--- src/rtl/fdiv_prog_ctrl.sv ---
// Programmable divide-by-N controller: ratio changes over valid/ready, applied only at a counter wrap.
// Optional FDIV_CTRL_ERR_EN: drop requests below 2 and raise a sticky err flag (otherwise clamp to 2).
module fdiv_prog_ctrl #(
    parameter int WIDTH     = 8,
    parameter int DEF_RATIO = 16
) (
    input  logic             clk,
    input  logic             rstb,
    input  logic             en,
    input  logic [WIDTH-1:0] ratio_req,
    input  logic             req_valid,
    output logic             req_ready,
    output logic [WIDTH-1:0] ratio_cur,
    output logic [WIDTH-1:0] cnt,
    output logic             tc,
`ifdef FDIV_CTRL_ERR_EN
    output logic             div_out,
    output logic             err
`else
    output logic             div_out
`endif
);

    typedef enum logic [1:0] {
        IDLE = 2'd0,
        RUN  = 2'd1,
        PEND = 2'd2
    } state_t;

    localparam logic [WIDTH-1:0] ONE   = WIDTH'(1);
    localparam logic [WIDTH-1:0] TWO   = WIDTH'(2);
    localparam logic [WIDTH-1:0] RESET_RATIO = WIDTH'(DEF_RATIO);

    state_t           state_reg, state_next;
    logic [WIDTH-1:0] ratio_reg, ratio_next;
    logic [WIDTH-1:0] cnt_reg, cnt_next;
    logic [WIDTH-1:0] pend_reg, pend_next;
    logic             tc_reg, tc_next;
    logic             div_reg, div_next;

    logic             accept;
    logic             req_legal;
    logic             take;
    logic [WIDTH-1:0] req_val;
    logic             wrap;
    logic             running_next;

    assign accept    = req_valid && req_ready;
    assign req_legal = (ratio_req >= TWO);
    assign wrap      = (cnt_reg == ratio_reg - ONE);

`ifdef FDIV_CTRL_ERR_EN
    logic err_reg, err_next;

    // Illegal requests complete the handshake but never reach the ratio path.
    assign take     = accept && req_legal;
    assign req_val  = ratio_req;
    assign err_next = err_reg || (accept && !req_legal);
    assign err      = err_reg;

    always_ff @(posedge clk or negedge rstb) begin
        if (!rstb) begin
            err_reg <= 1'b0;
        end else begin
            err_reg <= err_next;
        end
    end
`else
    assign take    = accept;
    assign req_val = req_legal ? ratio_req : TWO;
`endif

    always_comb begin
        state_next = state_reg;
        ratio_next = ratio_reg;
        cnt_next   = cnt_reg;
        pend_next  = pend_reg;
        case (state_reg)
            IDLE: begin
                cnt_next = '0;
                if (take) begin
                    ratio_next = req_val;
                end
                if (en) begin
                    state_next = RUN;
                    cnt_next   = ONE;
                end
            end
            RUN: begin
                if (!en) begin
                    state_next = IDLE;
                    cnt_next   = '0;
                    if (take) begin
                        ratio_next = req_val;
                    end
                end else begin
                    cnt_next = wrap ? '0 : cnt_reg + ONE;
                    if (take) begin
                        // A request landing on the wrap cycle applies at once and skips PEND.
                        if (wrap) begin
                            ratio_next = req_val;
                        end else begin
                            pend_next  = req_val;
                            state_next = PEND;
                        end
                    end
                end
            end
            PEND: begin
                if (!en) begin
                    state_next = IDLE;
                    cnt_next   = '0;
                    ratio_next = pend_reg;
                end else if (wrap) begin
                    state_next = RUN;
                    cnt_next   = '0;
                    ratio_next = pend_reg;
                end else begin
                    cnt_next = cnt_reg + ONE;
                end
            end
            default: begin
                state_next = IDLE;
                cnt_next   = '0;
            end
        endcase
    end

    // tc and div_out are decoded from next-cycle values so they leave flops aligned with cnt.
    assign running_next = (state_next != IDLE);
    assign tc_next      = running_next && (cnt_next == ratio_next - ONE);
    assign div_next     = running_next && (cnt_next < (ratio_next >> 1));

    always_ff @(posedge clk or negedge rstb) begin
        if (!rstb) begin
            state_reg <= IDLE;
            ratio_reg <= RESET_RATIO;
            cnt_reg   <= '0;
            pend_reg  <= '0;
            tc_reg    <= 1'b0;
            div_reg   <= 1'b0;
        end else begin
            state_reg <= state_next;
            ratio_reg <= ratio_next;
            cnt_reg   <= cnt_next;
            pend_reg  <= pend_next;
            tc_reg    <= tc_next;
            div_reg   <= div_next;
        end
    end

    assign req_ready = (state_reg != PEND);
    assign ratio_cur = ratio_reg;
    assign cnt       = cnt_reg;
    assign tc        = tc_reg;
    assign div_out   = div_reg;

endmodule

--- config.mk ---
export PLATFORM = sky130hd
export DESIGN_NAME = fdiv_prog_ctrl
export DESIGN_NICKNAME = d
export VERILOG_FILES = /design/src/rtl/fdiv_prog_ctrl.sv
export SDC_FILE = /design/constraint.sdc
export NUM_CORES = 1
export LEC_CHECK = 0
export CORE_UTILIZATION = 28
export CTS_CLUSTER_DIAMETER = 100
export CTS_CLUSTER_SIZE = 10
export DETAILED_ROUTE_END_ITERATION = 7
export PLACE_DENSITY = 0.57
export SYNTH_ARGS = -nofsm -noshare
export SYNTH_HDL_FRONTEND = slang
export SYNTH_SLANG_ARGS = --single-unit
--- constraint.sdc ---
create_clock -name clk -period 5.6 [get_ports clk]
set_clock_uncertainty 0.15 [all_clocks]
set_input_delay 1.12 -clock clk [delete_from_list [all_inputs] [get_ports clk]]
set_output_delay 1.12 -clock clk [all_outputs]
set_load 0.01 [all_outputs]
==> Yosys cells after proc, flatten, opt, wreduce, memory -nomap -nowiden <==
Index checks and enable logic that the tools add are counted.
{ "totals": {"register_bits": 28, "output_inout_bits": 19, "word_cells": 43, "input_bits": 12, "ram_bits": 0, "latch_bits": 0, "memories": 0, "rom_bits": 0} }
{ "classes": {"bitwise": 1, "n_mux": 19, "multipliers": 0, "eq_ne": 5, "reduce_logical": 7, "magnitude_cmp": 2, "n_addsub": 3, "shifts": 0, "div": 0} }
{ "op_table": {"columns": ["op", "n"], "rows": [
  ["two-way mux 8 bit", 9],
  ["case mux 8 bit (3 select lines)", 1],
  ["equality test 8 bit", 2],
  ["case mux 8 bit (2 select lines)", 1],
  ["subtractor 8 x 1 -> 8 bit (second input constant)", 2],
  ["two-way mux 2 bit", 6],
  ["adder 8 x 1 -> 8 bit (second input constant)", 1],
  ["greater-or-equal comparator 8 x 2 -> 1 bit (second input constant)", 1],
  ["less-than comparator 8 x 7 -> 1 bit", 1],
  ["case mux 2 bit (3 select lines)", 1],
  ["AND reduction 4 bit", 1],
  ["logical AND 1 bit", 3],
  ["equality test 2 x 1 -> 1 bit (second input constant)", 1],
  ["equality test 2 bit (second input constant)", 1],
  ["zero test 2 bit", 1],
  ["!= test 2 bit (second input constant)", 1],
  ["nonzero test 2 bit", 1],
  ["OR reduction 2 bit", 1],
  ["two-way mux 1 bit", 1],
  ["inverter 1 bit", 1]
]} }

==> Depth between registers and ports, before layout <==
Gate-level depths: netlist of run 1.
{ "depth": {"word_depth": 9, "mapped_depth": 18, "ltp_nobuf": 16} }

==> Worst setup path before layout of run 1 <==
Ideal clock, no wire load.
{ "synth_path": {"kind": "reg-to-reg", "start": "reg ratio_reg[0], in the netlist ratio_cur[0]", "end": "reg div_reg, in the netlist div_out", "path_stages_with_launch": 17, "required_ns": 5.362, "arrival_ns": 3.756, "setup_ns": 0.088, "period_less_slack_ns": 3.995, "n_path_buf": 1, "slack_ns": 1.605, "cell_sequence": "dfrtp_1 > buf_2 > inv_1 > ha_1 > nor2b_1 > or3_1 > a31o_1 > a211o_4 > a21oi_1 > mux2_2 > a222oi_1 > a21boi_0 > inv_1 > ha_1 > a211oi_1 > o21ai_0 > a41oi_1"} }
{ "synth_via": {"elab_chain_cells": 8, "elab_cells_between_ends": 20, "classes_between": "add/sub: 1; order compare: 1; eq/ne: 1; mux: 15; reduce/logical: 2"} }
{ "synth_rtl": {"columns": ["element", "line_no", "rtl"], "rows": [
  ["from (decl)", "35", "logic [WIDTH-1:0] ratio_reg, ratio_next;"],
  ["from (signal assigned)", "144", "ratio_reg <= ratio_next;"],
  ["subtractor 8 x 1 -> 8 bit *", "50", "assign wrap = (cnt_reg == ratio_reg - ONE);"],
  ["equality test 8 bit *", "50", null],
  ["two-way mux 8 bit", "100", "if (wrap) begin"],
  ["two-way mux 8 bit", "98", "if (take) begin"],
  ["two-way mux 8 bit", "90", "if (!en) begin"],
  ["case mux 8 bit (3 select lines) *", "78", "case (state_reg)"],
  ["net ratio_next[7]", "35", null],
  ["less-than comparator 8 x 7 -> 1 bit *", "132", "assign div_next = running_next && (cnt_next < (ratio_next >> 1));"],
  ["logical AND 1 bit *", "132", null],
  ["net div_next", "39", "logic div_reg, div_next;"],
  ["to (signal assigned)", "148", "div_reg <= div_next;"],
  ["to (decl)", "39", null]
]} }
The timed path passes the listed nets; every way through them passes the cells marked *.
A chain may end at the register's enable or synchronous reset.

==> Worst setup path after layout of run 1 <==
{ "layout_path": {"start": "reg ratio_reg[0], in the netlist ratio_cur[0]", "end": "reg div_reg, in the netlist div_out"} }
{ "layout_via": {"elab_chain_cells": 8, "elab_cells_between_ends": 20, "classes_between": "add/sub: 1; order compare: 1; eq/ne: 1; mux: 15; reduce/logical: 2"} }
{ "layout_rtl": {"columns": ["element", "line_no"], "rows": [
  ["subtractor 8 x 1 -> 8 bit *", "50"],
  ["equality test 8 bit *", "50"],
  ["two-way mux 8 bit / two-way mux 2 bit (equally long branches)", "100"],
  ["two-way mux 8 bit / two-way mux 2 bit (equally long branches)", "98"],
  ["two-way mux 8 bit / two-way mux 2 bit (equally long branches)", "90"],
  ["case mux 8 bit (3 select lines) / case mux 2 bit (3 select lines) (equally long branches)", "78"],
  ["less-than comparator 8 x 7 -> 1 bit / nonzero test 2 bit (equally long branches)", "132, 130"],
  ["logical AND 1 bit *", "132"],
  ["net div_next", "39"]
]} }
Marks and branches as above.

==> flow_metrics.py, run 1 <==
metrics = {
    "clock_tree": {
        "clk_path_buf_depth": 2,
        "clk_latency_ns": 0.28,
        "cts.htree.levels": 1,
        "clockRootBuffer": "clkbuf_8",
        "cts_resized": 0,
        "cts_buffers": 3,
        "postCtsHoldBufs": 0,
        "cts_setup_buffers": 0,
        "tritoncts": "built",
        "clkSlewWorstSetupHoldPaths_ns": 0.11,
        "cts.sinks": 28,
    },
    "worst_setup_path": {
        "r2r_end": "div_out",
        "critical_path_required_ns": 5.65,
        "crit_arrival_ns": 4.64,
        "crit_fanout": 17,
        "max_stage_delay_ns": 0.58,
        "reg2reg_from": "ratio_cur[0]",
        "cp_cell_sequence": "inv_1, ha_1, nor2b_1, or3_1, a31o_1, a211o_4, a2111oi_0, nor3b_1, a221oi_4, ha_1, a21o_1, a211oi_1, o21ai_0, a41oi_1",
        "rrSetupSlack_ns": 1.01,
        "critPathLaunchType": "register",
        "worstSetupEndpointType": "register",
        "r2r_cells": 14,
        "slowest_stage": "a2111oi_0",
        "cpMostUsedCell": "ha_1",
        "path_class": "reg -> reg",
    },
    "route": {
        "viasPerCell": 5.54,
        "dr_total_vias": 2182,
        "drtIter0Drc": 230,
        "wl_per_cell_um": 17.5,
        "wl_mm": 6.89,
        "drc": 0,
        "ant_nets": 0,
        "first_pass_iters": 5,
    },
    "synth": {
        "synth_top_area_share_pct": 28.0,
        "synth-compound-area-share_pct": 26.9,
        "netlist_instances": 264,
        "synth_xor_area_share_pct": 8.70,
        "synthArstFlopShare_pct": 100,
        "synth_area_per_cell_um2": 9.15,
        "synth_seq_area_share_pct": 29.1,
        "synth_cell_type_count": 60,
        "synth_most_common_cell": "dfrtp_1",
        "ys.flop_type": "dfrtp_1",
        "yosysWarnings": 0,
        "synthAdderAreaFrac_pct": 6.74,
        "ys_top_cells_by_area": "dfrtp_1 28%, ha_1 6.7%, mux2_2 4.7%, xnor2_1 4.4%, xor2_1 4.4%",
        "ys_seq_elements": 28,
        "synthTopCellsByCount": "27 x dfrtp_1, 22 x inv_1, 18 x nor2_1",
        "yosys.area_share.simple_pct": 17.8,
        "synth_area_leader_cell": "dfrtp_1",
        "synth_nets": 289,
        "synth_top_family_by_area": "compound AO/OA/AOI/OAI gates",
        "synth_edf_count": 0,
        "synthMuxAreaShare_pct": 5.49,
        "synth_area_um2": 2410,
    },
    "die": {
        "start_util_pct": 29.1,
        "fp.dieW_um": 94.9,
        "core-area_um2": 8300,
        "io_pins": 31,
        "std_cell_rows": 33,
        "die_y_um": 94.9,
        "dieArea_um2": 9000,
    },
    "timing": {
        "rsz0062_at_grt": "false",
        "finalSetupViolations": 0,
        "fin_tns_setup_ns": 0,
        "min_period_over_period_pct": 82.0,
        "hold_viol_final": 0,
        "clock.fmax_ghz": 0.218,
        "tightest_slew_ns": 0.644,
        "slew_viol_final": 0,
        "relSlewSlack_pct": 57.1,
        "layout_min_cycle_time_ns": 4.59,
    },
    "finish": {
        "stdcell_count": 394,
        "drive_gt1_share_pct": 11.4,
        "final_util_pct": 34.8,
        "diodes": 0,
        "nNetsFinal": 315,
        "syn_to_final_growth_pct": 19.6,
    },
    "pwr": {
        "vdd_drop_max_mv": 0.265,
        "cellPowerDensity_nw_per_um2": 559,
        "p_leak_uw": 0.00115,
        "p_total_uw": 1610,
    },
    "worst_hold_path": {
        "whs_path_depth": 1,
        "hp-start": "pend_reg[7]",
        "hold_path_class": "reg -> reg",
        "min_to": "pend_reg[7]",
    },
    "placed_design": {
        "place_congestion": 0.874,
        "dp.cells": 390,
        "numPortBuffers": 30,
        "hpwl_mm": 5.36,
    },
    "grt": {
        "grt_usage_pct": 16.1,
        "antenna_found_initial": 0,
        "grt_max_degree": 29,
        "grt_overflow": 0,
        "grt_pass1_vias": 2048,
        "grt_pass1_wl_mm": 11.0,
    },
    "flow_run": {
        "drv_cap": 0,
    },
    "status": {
        "status": "complete, no violations",
    },
}
==> cells in the final DEF (no fill, tap or decap), types with 3 or more instances in the layout <==
| cell | synthesis | layout |
|---|---|---|
| dfrtp_1 | 27 | 27 |
| nand3_1 | 7 | 7 |
| o21a_1 | 3 | 3 |
| a41oi_1 | 3 | 3 |
| and3_1 | 3 | 3 |
| xor2_1 | 12 | 12 |
| nor2b_1 | 3 | 3 |
| nor2_1 | 18 | 18 |
| a211oi_1 | 7 | 7 |
| clkdlybuf4s50_1 | 0 | 30 |
| a21boi_0 | 3 | 3 |
| mux2_2 | 10 | 10 |
| xnor2_1 | 12 | 12 |
| inv_1 | 22 | 22 |
| nand2_1 | 13 | 13 |
| clkbuf_8 | 0 | 3 |
| and2_1 | 3 | 3 |
| nor3_1 | 5 | 5 |
| a31oi_1 | 5 | 5 |
| nand2b_1 | 5 | 5 |
| o211ai_1 | 5 | 5 |
| nand4_1 | 4 | 4 |
| a221oi_4 | 3 | 3 |
| o21ai_0 | 13 | 13 |
| a21oi_1 | 11 | 11 |
| ha_1 | 13 | 13 |
==> cells by family after synthesis <==
group / after synthesis
AOI/OAI and AO/OA: 79
and+or+nand+nor: 75
buffers and inverters: 33
DFF: 28
xor gates and xnor gates: 24
adders and majority gates: 13
muxes: 12
==> through the flow <==
step | instance area, um^2 | worst slack, ns | hold slack (ns)
6_report | 2890 | 1.01 | 0.368
5_1_grt | 2890 | 0.712 | 0.396
4_1_cts | 2890 | 1.04 | 0.370
3_5_place_dp | 2820 | 0.857 | 0.347
3_3_place_gp | 2820 | 0.864 | 0.339
2_1_floorplan | 2410 | 1.61 | 0.324
==> worst max path at each step <==
stage	from	slack (ns)	end
6_report	ratio_cur[0]	1.01	div_out
5_1_grt	ratio_cur[0]	0.71	div_out
4_1_cts	ratio_cur[0]	1.04	div_out
3_5_place_dp	ratio_req[5]	0.86	tc
3_3_place_gp	ratio_req[5]	0.86	tc
2_1_floorplan	ratio_cur[0]	1.61	div_out
==> layout make-up <==
type / count / area, um^2
Tap cell: 105 / 131
Fill cell: 829 / 5410
Multi-Input combinational cell: 203 / 1590
Inverter: 22 / 82.6
Timing Repair Buffer: 32 / 315
Sequential cell: 28 / 702
Clock inverter: 1 / 30.0
Clock buffer: 3 / 41.3
==> report_power, final <==
part,switching (uW),internal [uW],total (uW)
registers,108,275,383
logic,583,484,1070
clock network,67.8,95.9,164
==> worst max-delay path: cells and delay by family, from the launching register on <==
kind	cells	cell delay (ns)
DFF	1	0.54
AOI/OAI and AO/OA	8	2.34
adders and majority gates	2	0.64
and+or+nand+nor	3	0.69
buffers and inverters	1	0.14
==> per-layer routing <==
metal | track usage (%) | part of all wire (%) | wire length (um)
met1 | 22.1 | 45 | 3100
met2 | 26.4 | 49 | 3370
met3 | 1.85 | 4.8 | 333
met4 | 4.42 | 1.2 | 82
met5 | 0 | 0 | 0
Power figures use the tool's default switching activity.
==> run 2: changes to the inputs <==
--- a/config.mk
+++ b/config.mk
@@ -9,7 +9,7 @@
 export CTS_CLUSTER_DIAMETER = 100
 export CTS_CLUSTER_SIZE = 10
 export DETAILED_ROUTE_END_ITERATION = 7
-export PLACE_DENSITY = 0.57
+export PLACE_DENSITY = 0.59
 export SYNTH_ARGS = -nofsm -noshare
 export SYNTH_HDL_FRONTEND = slang
 export SYNTH_SLANG_ARGS = --single-unit
==> constraint.sdc (replaced) <==
create_clock -name clk -period 4.1 [get_ports clk]
set_clock_uncertainty 0.15 [all_clocks]
set_input_delay 0.82 -clock clk [delete_from_list [all_inputs] [get_ports clk]]
set_output_delay 0.82 -clock clk [all_outputs]
set_load 0.01 [all_outputs]
==> flow_metrics.py, run 2 (synthesized netlist as in run 1, its figures left out) <==
metrics = {
    "status": {
        "status": "complete, no violations",
    },
    "placed_design": {
        "hpwl_mm": 6.07,
        "dp.cells": 427,
        "dpl_cell_area_um2": 3090,
        "numPortBuffers": 30,
        "place_congestion": 0.908,
    },
    "timing": {
        "relSlewSlack_pct": 68.2,
        "finalSetupViolations": 0,
        "rsz0062_at_grt": "false",
        "slew_viol_final": 0,
        "layout_min_cycle_time_ns": 3.92,
        "hold_viol_final": 0,
        "tightest_slew_ns": 0.473,
        "min_period_over_period_pct": 95.6,
        "clock.fmax_ghz": 0.255,
        "fin_tns_setup_ns": 0,
        "hold_slack_ns": 0.378,
    },
    "die": {
        "die_y_um": 94.9,
        "io_pins": 31,
        "start_util_pct": 29.1,
        "core-area_um2": 8300,
        "std_cell_rows": 33,
        "fp.dieW_um": 94.9,
        "dieArea_um2": 9000,
    },
    "finish": {
        "nNetsFinal": 354,
        "stdcell_count": 433,
        "diodes": 0,
        "syn_to_final_growth_pct": 33.2,
        "fin_area_um2": 3220,
        "drive_gt1_share_pct": 25.0,
        "layout_commonest_cell": "buf_4",
        "final_cell_mix": "40 x buf_4, 30 x clkdlybuf4s50_1, 27 x dfrtp_1, 22 x inv_1, 16 x nor2_1",
        "final_util_pct": 38.7,
    },
    "route": {
        "dr_total_vias": 2337,
        "first_pass_iters": 4,
        "drc": 0,
        "wl_per_cell_um": 17.2,
        "viasPerCell": 5.40,
        "wl_mm": 7.43,
        "drtIter0Drc": 163,
        "ant_nets": 0,
    },
    "worst_hold_path": {
        "whs_path_depth": 1,
        "min_to": "pend_reg[3]",
        "hp-start": "pend_reg[3]",
        "hold_path_class": "reg -> reg",
    },
    "clock_tree": {
        "clockRootBuffer": "clkbuf_8",
        "clkSlewWorstSetupHoldPaths_ns": 0.10,
        "clk_path_buf_depth": 2,
        "clk_latency_ns": 0.28,
        "cts.sinks": 28,
        "cts_buffers": 3,
        "postCtsHoldBufs": 0,
        "cts.htree.levels": 1,
        "tritoncts": "built",
    },
    "worst_setup_path": {
        "crit_fanout": 14,
        "critical_path_required_ns": 4.15,
        "path_class": "reg -> reg",
        "rrSetupSlack_ns": 0.18,
        "crit_arrival_ns": 3.96,
        "critPathLaunchType": "register",
        "r2r_cells": 14,
        "worstSetupEndpointType": "register",
        "r2r_end": "tc",
        "reg2reg_from": "ratio_cur[0]",
    },
    "pwr": {
        "cellPowerDensity_nw_per_um2": 740,
        "p_leak_uw": 0.00135,
        "vdd_drop_max_mv": 0.324,
    },
    "grt": {
        "grt_pass1_vias": 2337,
        "antenna_found_initial": 0,
        "grt_pass1_wl_mm": 12.2,
        "grt_usage_pct": 17.7,
        "grt_overflow": 0,
        "grt_max_degree": 29,
    },
    "flow_run": {
        "drv_cap": 0,
    },
}
==> run 2: critical path: stages, from the launching register on <==
cell and delay, ns:
dfrtp_1 0.36, inv_1 0.06, ha_1 0.22, nor2b_1 0.13, or3_1 0.35, a31o_1 0.23, a211o_4 0.33, buf_6 0.15
a221o_1 0.35, a221oi_4 0.36, ha_2 0.34, xnor2_1 0.13, a211oi_1 0.32, nand4_1 0.17, a221oi_2 0.18
==> run 2: layout make-up <==
cell class | count | area (um^2)
Fill cell | 824 | 5080
Multi-Input combinational cell | 203 | 1630
Sequential cell | 28 | 702
Timing Repair Buffer | 71 | 612
Tap cell | 105 | 131
Inverter | 22 | 82.6
Clock buffer | 4 | 55.1
==> run 2: worst max path at each step <==
stage                 start      end  slack (ns)  cells after the start
2_1_floorplan  ratio_cur[0]  div_out        0.11                     16
4_1_cts        ratio_cur[0]  div_out        0.01                     15
6_report       ratio_cur[0]       tc        0.18                     14
3_5_place_dp   ratio_req[5]       tc       -0.15                     12
3_3_place_gp   ratio_req[5]       tc       -0.12                     12
5_1_grt        ratio_cur[0]  div_out       0.006                     17
==> run 2: routing by layer <==
layer	wire length [um]	global-route usage [%]	vias up
met3	302	2.01	8
met1	3340	23.7	1147
met2	3710	30.0	79
li1	-	-	1103
met5	0	0	-
met4	89	4.80	0
==> run 2: stage by stage <==
stage / worst slack (ns) / power (uW)
final: 0.182 / 2380
after global routing: 0.00588 / 2580
after CTS: 0.0106 / 2310
after detailed placement: -0.150 / 2120
after global placement: -0.125 / 2100
after floorplan: 0.105 / 1560
==> run 2: power by group <==
| part | internal [uW] | switching [uW] |
|---|---|---|
| clock | 86.0 | 85.7 |
| sequential | 376 | 119 |
| combinational | 819 | 895 |
==> run 2: repair_timing <==
| action | CTS | global route |
|---|---|---|
| setup buffers | 0 | 2 |
| gates resized for setup | 1 | 12 |
| hold endpoints to repair | 0 | 0 |
| pin swaps | 0 | 5 |
| gates cloned | 0 | 0 |
| endpoints found under the setup margin | 1 | 2 |
==> run 3: changes to the inputs <==
--- a/config.mk
+++ b/config.mk
@@ -5,11 +5,12 @@
 export SDC_FILE = /design/constraint.sdc
 export NUM_CORES = 1
 export LEC_CHECK = 0
+export CORE_MARGIN = 2
 export CORE_UTILIZATION = 28
 export CTS_CLUSTER_DIAMETER = 100
 export CTS_CLUSTER_SIZE = 10
 export DETAILED_ROUTE_END_ITERATION = 7
-export PLACE_DENSITY = 0.59
+export GPL_TIMING_DRIVEN = 0
 export SYNTH_ARGS = -nofsm -noshare
 export SYNTH_HDL_FRONTEND = slang
 export SYNTH_SLANG_ARGS = --single-unit
==> flow_metrics.py, run 3 (synthesized netlist as in run 1, its figures left out) <==
metrics = {
    "finish": {
        "n_fill_cell": 832,
        "syn_to_final_growth_pct": 30.3,
        "nNetsFinal": 337,
        "final_util_pct": 37.9,
        "final_cell_mix": "29 x clkdlybuf4s50_1, 26 x dfrtp_1, 21 x inv_1, 16 x nor2_1, 14 x buf_4",
        "register_area_um2": 703,
        "multi_input_area_um2": 1730,
        "drive_gt1_share_pct": 21.5,
        "layout_commonest_cell": "clkdlybuf4s50_1",
        "diodes": 0,
    },
    "die": {
        "dieArea_um2": 9380,
        "start_util_pct": 29.1,
        "core-area_um2": 8300,
        "std_cell_rows": 33,
        "fp.dieW_um": 96.9,
        "die_y_um": 96.9,
        "io_pins": 31,
    },
    "timing": {
        "slew_viol_final": 0,
        "hold_viol_final": 0,
        "tightest_slew_ns": 0.656,
        "layout_min_cycle_time_ns": 3.92,
        "finalSetupViolations": 0,
        "relSlewSlack_pct": 56.3,
        "fin_tns_setup_ns": 0,
        "hold_slack_ns": 0.374,
        "min_period_over_period_pct": 95.6,
        "clock.fmax_ghz": 0.255,
    },
    "route": {
        "drc": 0,
        "wl_per_cell_um": 17.4,
        "wl_mm": 7.26,
        "dr_total_vias": 2221,
        "first_pass_iters": 5,
        "ant_nets": 0,
        "drtIter0Drc": 103,
        "viasPerCell": 5.34,
    },
    "placed_design": {
        "numPortBuffers": 30,
        "place_congestion": 0.996,
        "hpwl_mm": 5.38,
    },
    "worst_setup_path": {
        "max_stage_delay_ns": 0.62,
        "worstSetupEndpointType": "register",
        "slowest_stage": "or4_1",
        "cp_cell_sequence": "clkdlybuf4s50_1, or4_1, o31ai_4, a32oi_1, a21o_1, a31oi_1, a221oi_4, o2111a_2, xor2_1, or3_1, a221oi_2",
        "critical_path_required_ns": 4.14,
        "reg2reg_from": "ratio_cur[0]",
        "cp_top_family": "compound AO/OA/AOI/OAI gates",
        "r2r_end": "tc",
        "crit_fanout": 4,
        "path_buf_inv": 1,
        "path_class": "in -> reg",
        "rrSetupSlack_ns": 0.18,
        "critPathLaunchType": "input port",
        "crit_arrival_ns": 3.96,
        "r2r_cells": 16,
    },
    "pwr": {
        "p_leak_uw": 0.00125,
        "cellPowerDensity_nw_per_um2": 762,
        "p_seq_share_pct": 20.5,
        "swShare_pct": 46.6,
        "combPwrFrac_pct": 72.3,
        "internal-power_uw": 1280,
        "p_switching_uw": 1120,
        "vdd_drop_max_mv": 0.433,
        "p_clk_share_pct": 7.2,
    },
    "clock_tree": {
        "clk_path_buf_depth": 2,
        "clk_latency_ns": 0.27,
        "cts.sinks": 28,
        "clockRootBuffer": "clkbuf_8",
        "tritoncts": "built",
        "clkSlewWorstSetupHoldPaths_ns": 0.10,
        "cts_buffers": 3,
        "cts.htree.levels": 1,
        "postCtsHoldBufs": 0,
    },
    "worst_hold_path": {
        "hold_path_class": "reg -> reg",
        "whs_path_depth": 1,
        "min_to": "pend_reg[7]",
        "hp-start": "pend_reg[7]",
    },
    "grt": {
        "grt_usage_pct": 14.9,
        "grt_max_degree": 29,
        "grt_pass1_wl_mm": 11.4,
        "antenna_found_initial": 0,
        "grt_pass1_vias": 2205,
        "grt_overflow": 0,
    },
    "flow_run": {
        "drv_cap": 0,
    },
    "status": {
        "status": "complete, no violations",
    },
}
## run 3: cell types whose count changed in the layout (fill, tap and decap cells not counted), moves of 2 or more
| cell | before | now |
|---|---|---|
| a21oi_2 | 2 | 0 |
| buf_4 | 40 | 14 |
| a211oi_1 | 7 | 5 |
| ha_4 | 0 | 2 |
| buf_2 | 0 | 2 |
| ha_1 | 12 | 10 |
| a211oi_2 | 0 | 2 |
| clkbuf_1 | 0 | 8 |
| a21oi_4 | 0 | 2 |
## run 3: worst max path at each step
stage / start / end / slack, ns / cells past startpoint
floorplan: ratio_cur[0] / div_out / 0.11 / 16
CTS: ratio_cur[0] / tc / 0.004 / 14
global placement: ratio_cur[1] / tc / -0.35 / 14
global route: ratio_cur[0] / div_out / -0.003 / 17
finish: ratio_req[5] / tc / 0.18 / 11
detailed placement: ratio_cur[1] / div_out / -0.37 / 15
## run 3: repair_timing
item                       CTS  global route
gates resized for setup     16            16
gates cloned                 0             0
setup endpoints to repair    2             2
setup buffers                4             9
pin swaps                    4             8
## run 3: area by class of cell
class                      count  area share, %
buffer                        11           1.71
tap                          105           4.18
timing repair buffer          43           12.5
multi-input combinational    203           54.9
clock buffer                   4           1.75
inverter                      22           2.63
sequential                    28           22.4
## run 3: worst register-to-register path: cells and delay by family (launching register included)
kind / cells / cell delay [ns]
compound gates: 6 / 1.43
xor+xnor: 1 / 0.10
fa+ha+maj: 1 / 0.18
buf+inv: 4 / 0.46
flops: 1 / 0.37
mux: 1 / 0.34
simple gates: 3 / 0.81
## run 3: per-stage QoR
step	power [uW]	instances	area [um^2]	setup WS, ns
final	2400	416	3150	0.179
after global routing	2590	416	3150	-0.00279
after CTS	2230	407	2990	0.00407
after detailed placement	1950	399	2850	-0.366
after global placement	1940	399	2850	-0.355
after floorplan	1560	264	2410	0.105
## run 3: per-layer routing
metal	global-route usage (%)	share of wire (%)	up-vias
met5	0	0	-
met2	24.9	50	57
li1	-	-	1072
met4	3.68	1.0	0
met3	2.75	4.7	7
met1	19.7	44	1085
## run 3: power groups by stage
stage                     registers, uW  clock network (uW)  logic [uW]
final                               492                 173        1730
after global routing                504                 190        1890
after CTS                           502                 181        1550
after global placement              504                   0        1440
after floorplan                     486                   0        1070
after detailed placement            506                   0        1450
